===== config.mk =====
export PLATFORM = sky130hd
export DESIGN_NAME = canvas_write_arbiter_flat
export DESIGN_NICKNAME = d
export VERILOG_FILES = /design/src/rtl/canvas_pkg.sv /design/src/rtl/canvas_write_arbiter_if.sv /design/src/rtl/raster_walker.sv /design/src/rtl/canvas_write_arbiter.sv /design/src/flat_wrapper.sv
export SDC_FILE = /design/constraint.sdc
export NUM_CORES = 1
export LEC_CHECK = 0
export ABC_AREA = 1
export ABC_CLOCK_PERIOD_IN_PS = 2600
export BUFFER_PORTS_ARGS = -buffer_cell sky130_fd_sc_hd__buf_2
export CAP_MARGIN = 20
export CORE_MARGIN = 5
export CORE_UTILIZATION = 51
export CTS_CLUSTER_SIZE = 25
export DETAILED_ROUTE_END_ITERATION = 7
export HOLD_SLACK_MARGIN = 0.05
export PLACE_DENSITY = 0.77
export SLEW_MARGIN = 20
export SYNTH_ARGS = -nofsm -noshare
export SYNTH_HDL_FRONTEND = slang
export SYNTH_HIERARCHICAL = 1
export SYNTH_SLANG_ARGS = --single-unit

===== constraint.sdc =====
create_clock -name clk -period 2.6 [get_ports clk]
set_input_delay 0 -clock clk [delete_from_list [all_inputs] [get_ports clk]]
set_output_delay 0 -clock clk [all_outputs]
set_load 0.02 [all_outputs]

===== src/rtl/canvas_pkg.sv =====
// Shared types and helpers for the canvas frame-buffer write path.
// The address packing matches the frame buffer's {row, column} layout.
package canvas_pkg;
   localparam int H_ACTIVE_DEF = 640;
   localparam int V_ACTIVE_DEF = 480;
   localparam int X_W          = 10;
   localparam int Y_W          = 9;
   localparam int ADDR_W       = 19;

   typedef enum logic [1:0] {
      ST_IDLE  = 2'd0,
      ST_CLEAR = 2'd1,
      ST_RECT  = 2'd2
   } canvas_state_e;

   function automatic logic [ADDR_W-1:0] pack_addr(input logic [Y_W-1:0] y,
                                                   input logic [X_W-1:0] x);
      return {y, x};
   endfunction
endpackage


===== src/rtl/canvas_write_arbiter_if.sv =====
// Request and frame-buffer write signals of the canvas write arbiter.
// master = request sources and frame buffer side, slave = the arbiter.
interface canvas_write_arbiter_if;
   import canvas_pkg::*;

   logic                  clear_req;
   logic                  pen_valid;
   logic [X_W-1:0]        pen_x;
   logic [Y_W-1:0]        pen_y;
   logic                  pen_data;
   logic                  pen_ready;
   logic                  rect_start;
   logic [X_W-1:0]        rect_x0;
   logic [X_W-1:0]        rect_x1;
   logic [Y_W-1:0]        rect_y0;
   logic [Y_W-1:0]        rect_y1;
   logic                  rect_data;
   logic                  busy;
   logic                  clear_done;
   logic                  rect_done;
   logic                  wr_en;
   logic [ADDR_W-1:0]     wr_addr;
   logic                  wr_data;
   canvas_state_e         dbg_state;

   // Pen handshake: a pen write transfers in every cycle where pen_valid and
   // pen_ready are both high; pen_ready never depends on pen_valid.
   modport master (
      output clear_req, pen_valid, pen_x, pen_y, pen_data,
      output rect_start, rect_x0, rect_x1, rect_y0, rect_y1, rect_data,
      input  pen_ready, busy, clear_done, rect_done, wr_en, wr_addr, wr_data,
      input  dbg_state
   );

   modport slave (
      input  clear_req, pen_valid, pen_x, pen_y, pen_data,
      input  rect_start, rect_x0, rect_x1, rect_y0, rect_y1, rect_data,
      output pen_ready, busy, clear_done, rect_done, wr_en, wr_addr, wr_data,
      output dbg_state
   );
endinterface


===== src/rtl/raster_walker.sv =====
// Row-major raster position generator over an inclusive rectangle.
// Reset parks it on the full canvas so a power-on clear can start immediately.
module raster_walker
   import canvas_pkg::*;
#(
   parameter int H_ACTIVE = H_ACTIVE_DEF,
   parameter int V_ACTIVE = V_ACTIVE_DEF
) (
   input  logic           clk,
   input  logic           rst,
   input  logic           load,
   input  logic           step,
   input  logic           hold,
   input  logic [X_W-1:0] x0,
   input  logic [X_W-1:0] x1,
   input  logic [Y_W-1:0] y0,
   input  logic [Y_W-1:0] y1,
   output logic [X_W-1:0] x,
   output logic [Y_W-1:0] y,
   output logic           last
);
   logic [X_W-1:0] x_start;
   logic [X_W-1:0] x_end;
   logic [Y_W-1:0] y_end;

   always_ff @(posedge clk) begin
      if (rst) begin
         x       <= '0;
         y       <= '0;
         x_start <= '0;
         x_end   <= X_W'(H_ACTIVE - 1);
         y_end   <= Y_W'(V_ACTIVE - 1);
      end else if (load) begin
         x       <= x0;
         y       <= y0;
         x_start <= x0;
         x_end   <= x1;
         y_end   <= y1;
      end else if (step && !hold) begin
         if (x == x_end) begin
            x <= x_start;
            y <= y + 1'b1;
         end else begin
            x <= x + 1'b1;
         end
      end
   end

   assign last = (x == x_end) && (y == y_end);
endmodule


===== src/rtl/canvas_write_arbiter.sv =====
// Single write port of the canvas frame buffer shared by pen, rectangle fill
// and full clear; one write per cycle with clear > pen > fill priority.
module canvas_write_arbiter
   import canvas_pkg::*;
#(
   parameter int   H_ACTIVE       = H_ACTIVE_DEF,
   parameter int   V_ACTIVE       = V_ACTIVE_DEF,
   parameter logic CLEAR_VALUE    = 1'b0,
   parameter bit   CLEAR_ON_RESET = 1'b1
) (
   input logic                  clk,
   input logic                  rst,
   canvas_write_arbiter_if.slave bus
);
   localparam logic [X_W-1:0] X_MAX = X_W'(H_ACTIVE - 1);
   localparam logic [Y_W-1:0] Y_MAX = Y_W'(V_ACTIVE - 1);

   canvas_state_e     state_q, state_d;
   logic [X_W-1:0]    w_x, w_x0, w_x1, x1_clamped;
   logic [Y_W-1:0]    w_y, w_y0, w_y1, y1_clamped;
   logic              w_last, w_load, w_step, w_hold;
   logic              rect_empty, clear_load, rect_latch;
   logic              pen_ready, pen_acc, pen_write;
   logic              fill_emit, fill_data, rect_data_q;
   logic              clear_done_d, rect_done_d;
   logic              wr_en_q, wr_data_q, busy_q, clear_done_q, rect_done_q;
   logic [ADDR_W-1:0] wr_addr_q;

   assign x1_clamped = (bus.rect_x1 > X_MAX) ? X_MAX : bus.rect_x1;
   assign y1_clamped = (bus.rect_y1 > Y_MAX) ? Y_MAX : bus.rect_y1;
   assign rect_empty = (bus.rect_x0 > x1_clamped) || (bus.rect_y0 > y1_clamped);

   assign pen_ready = !rst && (state_q != ST_CLEAR);
   assign pen_acc   = bus.pen_valid && pen_ready;
   assign pen_write = pen_acc && (bus.pen_x < X_W'(H_ACTIVE)) && (bus.pen_y < Y_W'(V_ACTIVE));

   always_comb begin
      state_d      = state_q;
      clear_load   = 1'b0;
      rect_latch   = 1'b0;
      w_load       = 1'b0;
      w_x0         = bus.rect_x0;
      w_y0         = bus.rect_y0;
      w_x1         = x1_clamped;
      w_y1         = y1_clamped;
      fill_emit    = 1'b0;
      fill_data    = rect_data_q;
      clear_done_d = 1'b0;
      rect_done_d  = 1'b0;
      case (state_q)
         ST_IDLE: begin
            if (bus.clear_req) begin
               state_d    = ST_CLEAR;
               clear_load = 1'b1;
            end else if (bus.rect_start) begin
               if (rect_empty) begin
                  rect_done_d = 1'b1;
               end else begin
                  state_d    = ST_RECT;
                  w_load     = 1'b1;
                  rect_latch = 1'b1;
               end
            end
         end
         ST_CLEAR: begin
            fill_emit = 1'b1;
            fill_data = CLEAR_VALUE;
            if (w_last) begin
               clear_done_d = 1'b1;
               state_d      = ST_IDLE;
            end
         end
         ST_RECT: begin
            if (bus.clear_req) begin
               state_d    = ST_CLEAR;
               clear_load = 1'b1;
            end else if (!bus.pen_valid) begin
               fill_emit = 1'b1;
               if (w_last) begin
                  rect_done_d = 1'b1;
                  state_d     = ST_IDLE;
               end
            end
         end
         default: state_d = ST_IDLE;
      endcase
      // A clear always walks the whole canvas regardless of the rect inputs.
      if (clear_load) begin
         w_load = 1'b1;
         w_x0   = '0;
         w_y0   = '0;
         w_x1   = X_MAX;
         w_y1   = Y_MAX;
      end
   end

   // The walker only advances in a cycle where its fill write is issued.
   assign w_step = (state_q != ST_IDLE);
   assign w_hold = (state_q == ST_RECT) && bus.pen_valid;

   raster_walker #(
      .H_ACTIVE (H_ACTIVE),
      .V_ACTIVE (V_ACTIVE)
   ) u_walker (
      .clk  (clk),
      .rst  (rst),
      .load (w_load),
      .step (w_step),
      .hold (w_hold),
      .x0   (w_x0),
      .x1   (w_x1),
      .y0   (w_y0),
      .y1   (w_y1),
      .x    (w_x),
      .y    (w_y),
      .last (w_last)
   );

   always_ff @(posedge clk) begin
      if (rst) begin
         state_q      <= CLEAR_ON_RESET ? ST_CLEAR : ST_IDLE;
         wr_en_q      <= 1'b0;
         wr_addr_q    <= '0;
         wr_data_q    <= 1'b0;
         clear_done_q <= 1'b0;
         rect_done_q  <= 1'b0;
         busy_q       <= CLEAR_ON_RESET;
         rect_data_q  <= 1'b0;
      end else begin
         state_q      <= state_d;
         wr_en_q      <= fill_emit || pen_write;
         clear_done_q <= clear_done_d;
         rect_done_q  <= rect_done_d;
         busy_q       <= (state_d != ST_IDLE) || clear_done_d || rect_done_d;
         if (fill_emit) begin
            wr_addr_q <= pack_addr(w_y, w_x);
            wr_data_q <= fill_data;
         end else if (pen_write) begin
            wr_addr_q <= pack_addr(bus.pen_y, bus.pen_x);
            wr_data_q <= bus.pen_data;
         end
         if (rect_latch) rect_data_q <= bus.rect_data;
      end
   end

   assign bus.pen_ready  = pen_ready;
   assign bus.busy       = busy_q;
   assign bus.clear_done = clear_done_q;
   assign bus.rect_done  = rect_done_q;
   assign bus.wr_en      = wr_en_q;
   assign bus.wr_addr    = wr_addr_q;
   assign bus.wr_data    = wr_data_q;
   assign bus.dbg_state  = state_q;
endmodule


===== src/flat_wrapper.sv =====
// flat-port wrapper written by rule: the top's interface ports become plain ports
module canvas_write_arbiter_flat import canvas_pkg::*;
#(
   parameter int   H_ACTIVE       = H_ACTIVE_DEF,
   parameter int   V_ACTIVE       = V_ACTIVE_DEF,
   parameter logic CLEAR_VALUE    = 1'b0,
   parameter bit   CLEAR_ON_RESET = 1'b1
)
  (clk, rst, bus_clear_req, bus_pen_valid, bus_pen_x, bus_pen_y, bus_pen_data, bus_rect_start, bus_rect_x0, bus_rect_x1, bus_rect_y0, bus_rect_y1, bus_rect_data, bus_pen_ready, bus_busy, bus_clear_done, bus_rect_done, bus_wr_en, bus_wr_addr, bus_wr_data, bus_dbg_state);
  canvas_write_arbiter_if bus_i ();
  input logic clk;
  input logic rst;
  input wire logic [$bits(bus_i.clear_req)-1:0] bus_clear_req;
  input wire logic [$bits(bus_i.pen_valid)-1:0] bus_pen_valid;
  input wire logic [$bits(bus_i.pen_x)-1:0] bus_pen_x;
  input wire logic [$bits(bus_i.pen_y)-1:0] bus_pen_y;
  input wire logic [$bits(bus_i.pen_data)-1:0] bus_pen_data;
  input wire logic [$bits(bus_i.rect_start)-1:0] bus_rect_start;
  input wire logic [$bits(bus_i.rect_x0)-1:0] bus_rect_x0;
  input wire logic [$bits(bus_i.rect_x1)-1:0] bus_rect_x1;
  input wire logic [$bits(bus_i.rect_y0)-1:0] bus_rect_y0;
  input wire logic [$bits(bus_i.rect_y1)-1:0] bus_rect_y1;
  input wire logic [$bits(bus_i.rect_data)-1:0] bus_rect_data;
  output wire logic [$bits(bus_i.pen_ready)-1:0] bus_pen_ready;
  output wire logic [$bits(bus_i.busy)-1:0] bus_busy;
  output wire logic [$bits(bus_i.clear_done)-1:0] bus_clear_done;
  output wire logic [$bits(bus_i.rect_done)-1:0] bus_rect_done;
  output wire logic [$bits(bus_i.wr_en)-1:0] bus_wr_en;
  output wire logic [$bits(bus_i.wr_addr)-1:0] bus_wr_addr;
  output wire logic [$bits(bus_i.wr_data)-1:0] bus_wr_data;
  output wire logic [$bits(bus_i.dbg_state)-1:0] bus_dbg_state;
  assign bus_i.clear_req = bus_clear_req;
  assign bus_i.pen_valid = bus_pen_valid;
  assign bus_i.pen_x = bus_pen_x;
  assign bus_i.pen_y = bus_pen_y;
  assign bus_i.pen_data = bus_pen_data;
  assign bus_i.rect_start = bus_rect_start;
  assign bus_i.rect_x0 = bus_rect_x0;
  assign bus_i.rect_x1 = bus_rect_x1;
  assign bus_i.rect_y0 = bus_rect_y0;
  assign bus_i.rect_y1 = bus_rect_y1;
  assign bus_i.rect_data = bus_rect_data;
  assign bus_pen_ready = bus_i.pen_ready;
  assign bus_busy = bus_i.busy;
  assign bus_clear_done = bus_i.clear_done;
  assign bus_rect_done = bus_i.rect_done;
  assign bus_wr_en = bus_i.wr_en;
  assign bus_wr_addr = bus_i.wr_addr;
  assign bus_wr_data = bus_i.wr_data;
  assign bus_dbg_state = bus_i.dbg_state;
  canvas_write_arbiter #(.H_ACTIVE(H_ACTIVE), .V_ACTIVE(V_ACTIVE), .CLEAR_VALUE(CLEAR_VALUE), .CLEAR_ON_RESET(CLEAR_ON_RESET)) u_core (.clk(clk), .rst(rst), .bus(bus_i));
endmodule

-- Word level (Yosys, flattened, before mapping)
Cells that the tools add are included.
- flip-flop bits (word level): 75
- latch bits: 0
- memory bits (writable): 0
- memory bits (read-only): 0
- bits of input ports: 64
- output and inout port bits: 27
- logic and storage cells: 89
- memories: 0
- add/sub/neg operators: 2
- $mul: 0
- div/mod/pow operators: 0
- $lt $le $gt $ge: 6
- eq/ne operators: 5
- shifts and indexed selects: 0
- multiplexer cells: 42
- bitwise operators: 0
- reductions and logical operators: 21
- operator list (operator ; number):
    $mux W10 ; 6
    $mux W9 ; 6
    $mux W19 ; 2
    $mux W1 ; 19
    $mux W2 ; 6
    $add A10 B1 Y10 const B ; 1
    $eq A10 B10 Y1 ; 1
    $gt A10 B10 Y1 ; 1
    $gt A10 B10 Y1 const B ; 1
    $lt A10 B10 Y1 const B ; 1
    $reduce_bool A2 Y1 ; 5
    $add A9 B1 Y9 const B ; 1
    $eq A9 B9 Y1 ; 1
    $gt A9 B9 Y1 ; 1
    $gt A9 B9 Y1 const B ; 1
    $lt A9 B9 Y1 const B ; 1
    $logic_and A1 B1 Y1 ; 7
    $pmux W2 S3 ; 1
    $logic_or A1 B1 Y1 ; 4
    $pmux W1 S2 ; 2
    $eq A2 B1 Y1 const B ; 1
    $eq A2 B2 Y1 const B ; 1
    $logic_not A1 Y1 ; 2
    $logic_not A2 Y1 ; 1
    other kinds (3) ; 3

-- Depth between registers and ports, before layout
Gate-level depths: netlist of the first run.
- depth after elaboration: 11
- mapped depth: 20
- depth with buffers taken out: 18

-- By module
The synthesis of the first run kept the hierarchy.
- modules (own cells, without submodules) (module ; instances ; cells each ; area an instance (sq um) ; seq. area each (sq um)):
    raster_walker ; 1 ; 387 ; 2591.2 ; 960.9
    canvas_write_arbiter ; 1 ; 344 ; 2124.5 ; 540.5

-- Least setup slack after synthesis of the first run
Ideal clock, no wire load.
- path kind: input to register
- start: in bus_rect_y1[7]
- end: reg u_core.u_walker.x[7]
- library setup time: 70 ps
- arrival time: 2405 ps
- required time: 2530 ps
- slack: 125 ps
- cell stages on the path: 18
- cell sequence: inv_1 -> nor4_2 -> nor2_1 -> ha_1 -> nand2_1 -> nor2_1 -> nand3b_1 -> nand3_1 -> nand2_1 -> nand3_1 -> nand2_1 -> buf_2 -> a21oi_4 -> inv_2 -> buf_2 -> o21ai_1 -> inv_1 -> a21oi_1
- word-level cells in the longest chain between the ends: 10
- ends and longest elaborated chain (what ; RTL line ; text):
    from (decl) ; flat_wrapper.sv:22 ; input wire logic [$bits(bus_i.rect_y1)-1:0] bus_rect_y1;
    $gt A9 B9 Y1 ; canvas_write_arbiter.sv:30 ; assign y1_clamped = (bus.rect_y1 > Y_MAX) ? Y_MAX : bus.rect_y1;
    $mux W9 (*) ; canvas_write_arbiter.sv:30 ;
    $gt A9 B9 Y1 (*) ; canvas_write_arbiter.sv:31 ; assign rect_empty = (bus.rect_x0 > x1_clamped) || (bus.rect_y0 > y1_clamped);
    $logic_or A1 B1 Y1 (*) ; canvas_write_arbiter.sv:31 ;
    $mux W1 (*) ; canvas_write_arbiter.sv:56 ; if (rect_empty) begin
    $mux W1 (*) ; canvas_write_arbiter.sv:55 ; end else if (bus.rect_start) begin
    $mux W1 (*) ; canvas_write_arbiter.sv:52 ; if (bus.clear_req) begin
    $mux W1 (*) ; canvas_write_arbiter.sv:50 ; case (state_q)
    $mux W1 (*) ; canvas_write_arbiter.sv:88 ; if (clear_load) begin
    via u_core.w_load ; canvas_write_arbiter.sv:21 ; logic w_last, w_load, w_step, w_hold;
    $mux W10 / $reduce_bool A2 Y1 (equally long branches) ; - ;
    to (signal assigned) ; raster_walker.sv:41 ; x <= x_start;
    to (signal assigned) ; raster_walker.sv:44 ; x <= x + 1'b1;
    to (decl) ; raster_walker.sv:18 ; output logic [X_W-1:0] x,
The timed path passes the listed nets; every way through them passes the cells marked *.
A chain may end at the register's enable or synchronous reset.

-- Worst setup path in the final report of the first run
- start: reg u_core.u_walker.x[0]
- end: reg u_core.busy_q (netlist: u_core/bus.busy)
- word-level cells in the longest chain between the ends: 9
- ends and longest elaborated chain (what ; RTL line ; text):
    $eq A10 B10 Y1 (*) ; raster_walker.sv:49 ; assign last = (x == x_end) && (y == y_end);
    $logic_and A1 B1 Y1 (*) ; raster_walker.sv:49 ;
    via u_core.w_last ; canvas_write_arbiter.sv:21 ;
    $mux W2 ; canvas_write_arbiter.sv:68, canvas_write_arbiter.sv:79 ;
    $mux W2 ; canvas_write_arbiter.sv:77 ; end else if (!bus.pen_valid) begin
    $mux W2 ; canvas_write_arbiter.sv:74 ; if (bus.clear_req) begin
    $pmux W2 S3 ; canvas_write_arbiter.sv:50 ;
    $reduce_bool A2 Y1 ; canvas_write_arbiter.sv:134 ; busy_q <= (state_d != ST_IDLE) || clear_done_d || rect_done_d;
    $logic_or A1 B1 Y1 ; canvas_write_arbiter.sv:134 ;
    $logic_or A1 B1 Y1 (*) ; canvas_write_arbiter.sv:134 ;
    to (signal assigned) ; canvas_write_arbiter.sv:134 ;
    to (decl) ; canvas_write_arbiter.sv:26 ; logic wr_en_q, wr_data_q, busy_q, clear_done_q, rect_done_q;
Marks and branches as above.

==> impl_metrics.py, run 1 <==
metrics = {
    "status": {
        "outcome": "finished, final reports clean",
    },
    "grt": {
        "grt_pass1_wl_mm": 22.1,
        "antenna_found_initial": 0,
        "track_usage_pct": 23.4,
        "grt_pass1_vias": 4835,
        "grt-ovfl-total": 0,
        "grt_max_degree": 36,
    },
    "timing": {
        "finalCritPeriodShare_pct": 92.2,
        "fmax_ghz": 0.417,
        "fin_skew_ns": 0.0159,
        "rsz0062_at_grt": "false",
        "fin_crit_ns": 2.40,
        "hold_viol": 0,
        "relSlewSlack_pct": 65.8,
        "finalSetupViolations": 0,
        "setup_tns_ns": 0,
        "worstMarginPinSlew_ns": 0.512,
        "drv_slew": 0,
    },
    "synthesis": {
        "async_flop_share_pct": 0,
        "synth_fp_nets": 820,
        "synth_edf_count": 0,
        "syn_inst": 731,
        "synth-main-ff-cell": "dfxtp_1",
        "netlist_area_um2": 4720,
        "yosys_register_bits": 75,
        "ys.warnings.count": 6,
        "avgSynthCellArea_um2": 6.45,
        "ys_types": 43,
        "ys_seq_area_share_pct": 31.8,
    },
    "power_and_ir_drop": {
        "powerDensity_nw_per_um2": 598,
        "pwr-share-comb_pct": 36.1,
        "swShare_pct": 39.4,
        "power_frac_clock_pct": 23.0,
        "p_switching_mw": 1.38,
        "ir_worst_vdd_mv": 0.272,
        "power_leakage_nw": 2.85,
        "seq_power_share_pct": 40.9,
        "cell_internal_pwr_mw": 2.13,
    },
    "finish": {
        "fin_nets": 949,
        "final_common_cell": "nand2_1",
        "fillCellCount": 796,
        "n_antenna_cell": 0,
        "layout_common_cells": "nand2_1, buf_2, inv_1",
        "drive_above_1_share_pct": 18.6,
        "final_core_util_pct": 64.5,
        "area_growth_pct": 24.7,
        "stdcell_count": 976,
    },
    "floorplanning": {
        "die_h_um": 106,
        "start_util_pct": 51.8,
        "die-area_um2": 11300,
        "row_count": 35,
        "boundaryPins": 91,
        "die_w_um": 106,
        "fp.coreArea_um2": 9110,
    },
    "clock_network": {
        "cts_buffers": 9,
        "clockRootBuffer": "clkbuf_8",
        "ctsLongestPathBuffers": 2,
        "cts_tree": "yes",
        "clock_latency_ns": 0.35,
        "clkTransAtPathRegs_ns": 0.08,
        "cts.sinks": 75,
        "cts_max_level": 3,
    },
    "setup_path": {
        "crit_fanout": 6,
        "rr_worst_depth": 15,
        "worstSetupStartpointType": "flip-flop",
        "worstSetupEndpointType": "flip-flop",
        "cp_data_required_time_ns": 2.85,
        "critPathArrivalTime_ns": 2.64,
        "setup.worst_path.class": "flip-flop to flip-flop",
    },
    "worst_hold_path": {
        "whs_path_depth": 5,
        "hp-class": "input pin to flip-flop",
    },
    "run": {
        "drv_cap": 0,
    },
    "detailed_routing": {
        "drt_iter0_markers": 415,
        "wl_per_cell_um": 13.4,
        "wirelength_mm": 13.1,
        "vias": 5023,
        "postRouteAntennaNets": 0,
        "drc": 0,
        "vias_per_cell": 5.15,
        "firstDrtPassIters": 5,
    },
    "placed_design": {
        "dp.cells": 922,
        "io_buffers": 90,
        "place_congestion": 0.903,
        "hpwl_mm": 9.76,
    },
}
-- metal layers --
layer / part of all wire, % / GRT usage (%)
met2: 44 / 38.0
met3: 7.5 / 3.16
met4: 2.1 / 7.31
met1: 46 / 32.2
met5: 0 / 0
-- final timing paths --
path | endpoint | slack [ns] | start
max | u_core/bus.busy | 0.20 | u_core/u_walker/x[0]
min | u_core/bus.wr_addr[1] | 0.06 | bus_pen_x[1]
max reg2reg | u_core/bus.busy | 0.20 | u_core/u_walker/x[0]
min reg2reg | u_core/rect_data_q | 0.46 | u_core/rect_data_q
-- repair_timing --
item | 4_1_cts | 5_1_grt
hold endpoints to repair | 38 | 0
hold buffers | 38 | 0
resized for setup | 0 | 4
buffers inserted | 0 | 0
endpoints found under the setup margin | 0 | 19
-- cells in the mapped netlist, types with 2 or more instances --
library cell  number  share of area (%)
a21oi_1           56                5.9
a31oi_1           10                1.3
buf_1              3               0.24
buf_2              6               0.64
buf_6              3               0.72
clkbuf_1          12               0.96
dfxtp_1           75                 32
ha_1              25                6.6
inv_1             86                6.8
inv_2             12               0.96
nand2_1          222                 18
nand2_2            3               0.40
nand2_4            2               0.48
nand3_1           38                4.0
nand4_1            3               0.40
nor2_1            73                5.8
nor2_2             7               0.93
nor2_4             2               0.48
nor2_8             2               0.85
nor3_1             5               0.53
o21ai_0           35                3.7
o21ai_1           14                1.5
o21bai_1           2               0.32
o31ai_1            2               0.32
or2_2              2               0.27
xnor2_1            3               0.56
xor2_1            12                2.2
-- cells by family (layout without fill, tap and decap cells) --
family	count (synthesis)	in the layout	share of synthesized area (%)
AOI/OAI and AO/OA	126	126	14.9
xor gates and xnor gates	15	15	2.79
adders and majority gates	25	25	6.63
buffers and inverters	125	259	10.7
DFF	75	75	31.8
and+or+nand+nor	365	365	33.1
-- flip-flops by register name, indices dropped and copies added, names as in the netlist, 2 cells and up --
register	count
u_core/u_walker/x_end	10
u_core/bus.dbg_state	2
u_core/u_walker/y	9
u_core/bus.wr_addr	19
u_core/u_walker/y_end	9
u_core/u_walker/x	10
u_core/u_walker/x_start	10
-- area by class of cell --
class | count | area, um^2 | area share [%]
Timing Repair Buffer | 143 | 968 | 16.5
Tap cell | 111 | 139 | 2.36
Multi-Input combinational cell | 531 | 2710 | 46.2
Sequential cell | 75 | 1500 | 25.5
Inverter | 100 | 380 | 6.47
Clock buffer | 10 | 128 | 2.17
Clock inverter | 6 | 48.8 | 0.830
-- per-stage QoR --
step	setup slack [ns]	cell area (um^2)	power [mW]	hold slack [ns]
2_1_floorplan	0.125	4720	2.34	0.0997
3_3_place_gp	0.198	5320	2.63	0.278
3_5_place_dp	0.0578	5320	2.67	0.290
4_1_cts	0.229	5870	3.52	0.0507
5_1_grt	0.0169	5880	3.76	0.0773
6_report	0.203	5880	3.51	0.0619
-- power groups by stage --
| stage | Sequential, mW | Combinational (mW) | Clock (mW) |
|---|---|---|---|
| 2_1_floorplan | 1.51 | 0.830 | 0 |
| 3_5_place_dp | 1.46 | 1.21 | 0 |
| 3_3_place_gp | 1.45 | 1.18 | 0 |
| 5_1_grt | 1.46 | 1.43 | 0.878 |
| 4_1_cts | 1.43 | 1.26 | 0.829 |
| 6_report | 1.44 | 1.27 | 0.808 |
-- critical path, stage by stage, from the launching register on --
cell      delay [ns]
dfxtp_1         0.47
inv_1           0.08
nand2_1         0.06
nand2_1         0.06
nor2_2          0.18
nand2_1         0.07
nor2_1          0.11
nand2_1         0.12
nor3_1          0.41
inv_1           0.13
nor2_1          0.15
o221ai_1        0.12
nand2_1         0.08
a21oi_1         0.08
nor2_1          0.11
nand2_1         0.06
(Power assumes the default switching activity.)
==> inputs of run 2 (changes only) <==
--- a/config.mk
+++ b/config.mk
@@ -6,7 +6,7 @@
 export NUM_CORES = 1
 export LEC_CHECK = 0
 export ABC_AREA = 1
-export ABC_CLOCK_PERIOD_IN_PS = 2600
+export ABC_CLOCK_PERIOD_IN_PS = 1900
 export BUFFER_PORTS_ARGS = -buffer_cell sky130_fd_sc_hd__buf_2
 export CAP_MARGIN = 20
 export CORE_MARGIN = 5
==> constraint.sdc (replaced) <==
create_clock -name clk -period 1.9 [get_ports clk]
set_input_delay 0 -clock clk [delete_from_list [all_inputs] [get_ports clk]]
set_output_delay 0 -clock clk [all_outputs]
set_load 0.02 [all_outputs]
==> run 2 against run 1 <==
Against the previous run:
- utilization grew 13 points
- critical endpoint is now u_core/u_walker/y[1]
- the run now ends with negative setup slack left
- final cell count grew 8.5%
- design area grew 20%
- largest power group is now combinational cells
==> impl_metrics.py, run 2 (synthesis results as in run 1) <==
metrics = {
    "status": {
        "outcome": "finished with violations",
        "violations": "negative setup slack",
    },
    "floorplanning": {
        "fp.coreArea_um2": 9110,
        "start_util_pct": 51.8,
        "die_h_um": 106,
        "row_count": 35,
        "die_w_um": 106,
        "die-area_um2": 11300,
        "boundaryPins": 91,
    },
    "detailed_routing": {
        "postRouteAntennaNets": 0,
        "wirelength_mm": 17.4,
        "vias_per_cell": 5.54,
        "wl_per_cell_um": 16.5,
        "drt_iter0_markers": 668,
        "vias": 5872,
        "firstDrtPassIters": 6,
        "drc": 0,
    },
    "grt": {
        "grt_pass1_wl_mm": 25.2,
        "grt_pass1_vias": 5303,
        "grt-ovfl-total": 0,
        "grt_max_degree": 40,
        "track_usage_pct": 27.1,
        "antenna_found_initial": 0,
    },
    "setup_path": {
        "r2r_start": "u_core/bus.dbg_state[1]",
        "rr_worst_depth": 13,
        "cp_data_required_time_ns": 2.14,
        "worstReg2RegEnd": "u_core/u_walker/y[1]",
        "worstSetupEndpointType": "flip-flop",
        "setup.worst_path.class": "input pin to flip-flop",
        "critPathArrivalTime_ns": 2.42,
        "r2r_slack_ns": -0.22,
        "crit_fanout": 10,
        "worstSetupStartpointType": "input pin",
    },
    "timing": {
        "finalSetupViolations": 44,
        "hold_viol": 0,
        "worstMarginPinSlew_ns": 0.619,
        "finalCritPeriodShare_pct": 115,
        "fin_skew_ns": 0.00942,
        "fmax_ghz": 0.458,
        "relSlewSlack_pct": 58.7,
        "rsz0062_at_grt": "true",
        "drv_slew": 0,
        "fin_ws_ns": -0.283,
        "fin_crit_ns": 2.18,
    },
    "power_and_ir_drop": {
        "p_switching_mw": 2.28,
        "power_leakage_nw": 3.40,
        "ir_worst_vdd_mv": 0.460,
        "seq_power_share_pct": 33.4,
        "pwr-share-comb_pct": 45.4,
        "powerDensity_nw_per_um2": 823,
        "swShare_pct": 39.2,
        "cell_internal_pwr_mw": 3.54,
        "power_frac_clock_pct": 21.1,
    },
    "finish": {
        "fin_nets": 1032,
        "drive_above_1_share_pct": 36.9,
        "layout_common_cells": "nand2_1, buf_4, buf_2",
        "final_common_cell": "nand2_1",
        "stdcell_count": 1059,
        "area_growth_pct": 49.9,
        "n_antenna_cell": 0,
        "largest_register_ffs": 19,
    },
    "clock_network": {
        "cts_max_level": 3,
        "ctsLongestPathBuffers": 2,
        "clockRootBuffer": "clkbuf_8",
        "cts_buffers": 9,
        "cts_tree": "yes",
        "clkTransAtPathRegs_ns": 0.08,
        "clock_latency_ns": 0.35,
        "cts.sinks": 75,
    },
    "placed_design": {
        "io_buffers": 90,
        "place_congestion": 0.942,
        "hpwl_mm": 10.3,
        "dp.cells": 989,
        "pre_cts_ws_ns": -0.642,
    },
    "worst_hold_path": {
        "whs_path_depth": 5,
        "min_to": "u_core/bus.wr_addr[1]",
        "min_from": "bus_pen_x[1]",
        "hp-class": "input pin to flip-flop",
    },
    "run": {
        "drv_cap": 0,
    },
}
[run 2: cell types whose count changed in the layout (fill, tap and decap cells not counted), moves of 14 or more]
cell | before | now
buf_4 | 13 | 92
dlygate4sd3_1 | 38 | 24
nand2_1 | 221 | 199
nand2_2 | 4 | 19
nor2_1 | 72 | 55
o21ai_0 | 35 | 21
[run 2: final cells by class]
| type | instances | area, um^2 |
|---|---|---|
| well taps | 111 | 139 |
| multi-input cells | 533 | 3080 |
| flip-flops and latches | 75 | 1520 |
| repair inverters | 1 | 6.26 |
| clock buffers | 9 | 124 |
| inverters | 100 | 420 |
| repair buffers | 223 | 1710 |
| fillers | 595 | 2040 |
| clock inverters | 7 | 68.8 |
[run 2: per-stage QoR]
step	utilization (%)	power [mW]	TNS [ns]	cell area, um^2	hold slack, ns
after detailed placement	64.5	3.91	-27.36	5880	0.291
after global routing	77.6	6.11	-9.35	7070	0.0506
final	77.6	5.82	-4.88	7070	0.0502
after global placement	64.5	3.85	-21.73	5880	0.280
after CTS	73.2	5.35	-0.545	6670	0.0554
after floorplan	-	3.23	-9.86	4790	0.0997
[run 2: repair_timing]
action	CTS	global route
resized for setup	55	91
buffers inserted	9	13
cloned	5	3
hold buffers	24	0
pin swaps	22	30
setup endpoints to repair	53	70
hold endpoints to repair	28	0
[run 2: power by group through the flow]
stage                     combinational, mW  sequential [mW]  clock [mW]
final                                  2.64             1.94        1.23
after global routing                   2.84             1.96        1.31
after CTS                              2.20             1.92        1.23
after detailed placement               1.96             1.95           0
after global placement                 1.90             1.94           0
after floorplan                        1.17             2.06           0
[run 2: worst max-delay path, stage by stage]
cell and delay [ns]:
buf_8 0.09, inv_8 0.03, nor4_4 0.31, buf_6 0.20, nor2_4 0.05, ha_4 0.24, nand2_4 0.07, inv_2 0.04
nand2_1 0.07, nand2_1 0.05, nand2_1 0.07, nand3_2 0.09, nand2_4 0.10, nand3_4 0.09, nand2_4 0.10, buf_12 0.14
clkinv_8 0.07, buf_12 0.14, nand2_1 0.09, nand2_1 0.09, o21ai_1 0.22, nor2_1 0.08
[run 2: how the worst max path moves through the flow]
stage / slack [ns] / endpoint / startpoint
2_1_floorplan: -0.35 / u_core/u_walker/x[7] / bus_rect_y1[5]
3_3_place_gp: -0.51 / u_core/u_walker/x[4] / bus_rect_y1[5]
3_5_place_dp: -0.64 / u_core/u_walker/y[1] / bus_rect_y1[5]
4_1_cts: -0.05 / u_core/u_walker/y[4] / bus_rect_y1[8]
5_1_grt: -0.37 / u_core/u_walker/x[9] / bus_rect_y1[5]
6_report: -0.28 / u_core/u_walker/y[1] / bus_rect_y1[5]
[run 2: routing by layer]
layer / up-vias / part of all wire, % / track usage (%)
met3: 83 / 9.8 / 4.68
met1: 2632 / 39 / 34.8
li1: 2744 / - / -
met5: - / 0 / 0
met4: 0 / 3.6 / 8.70
met2: 413 / 48 / 46.0
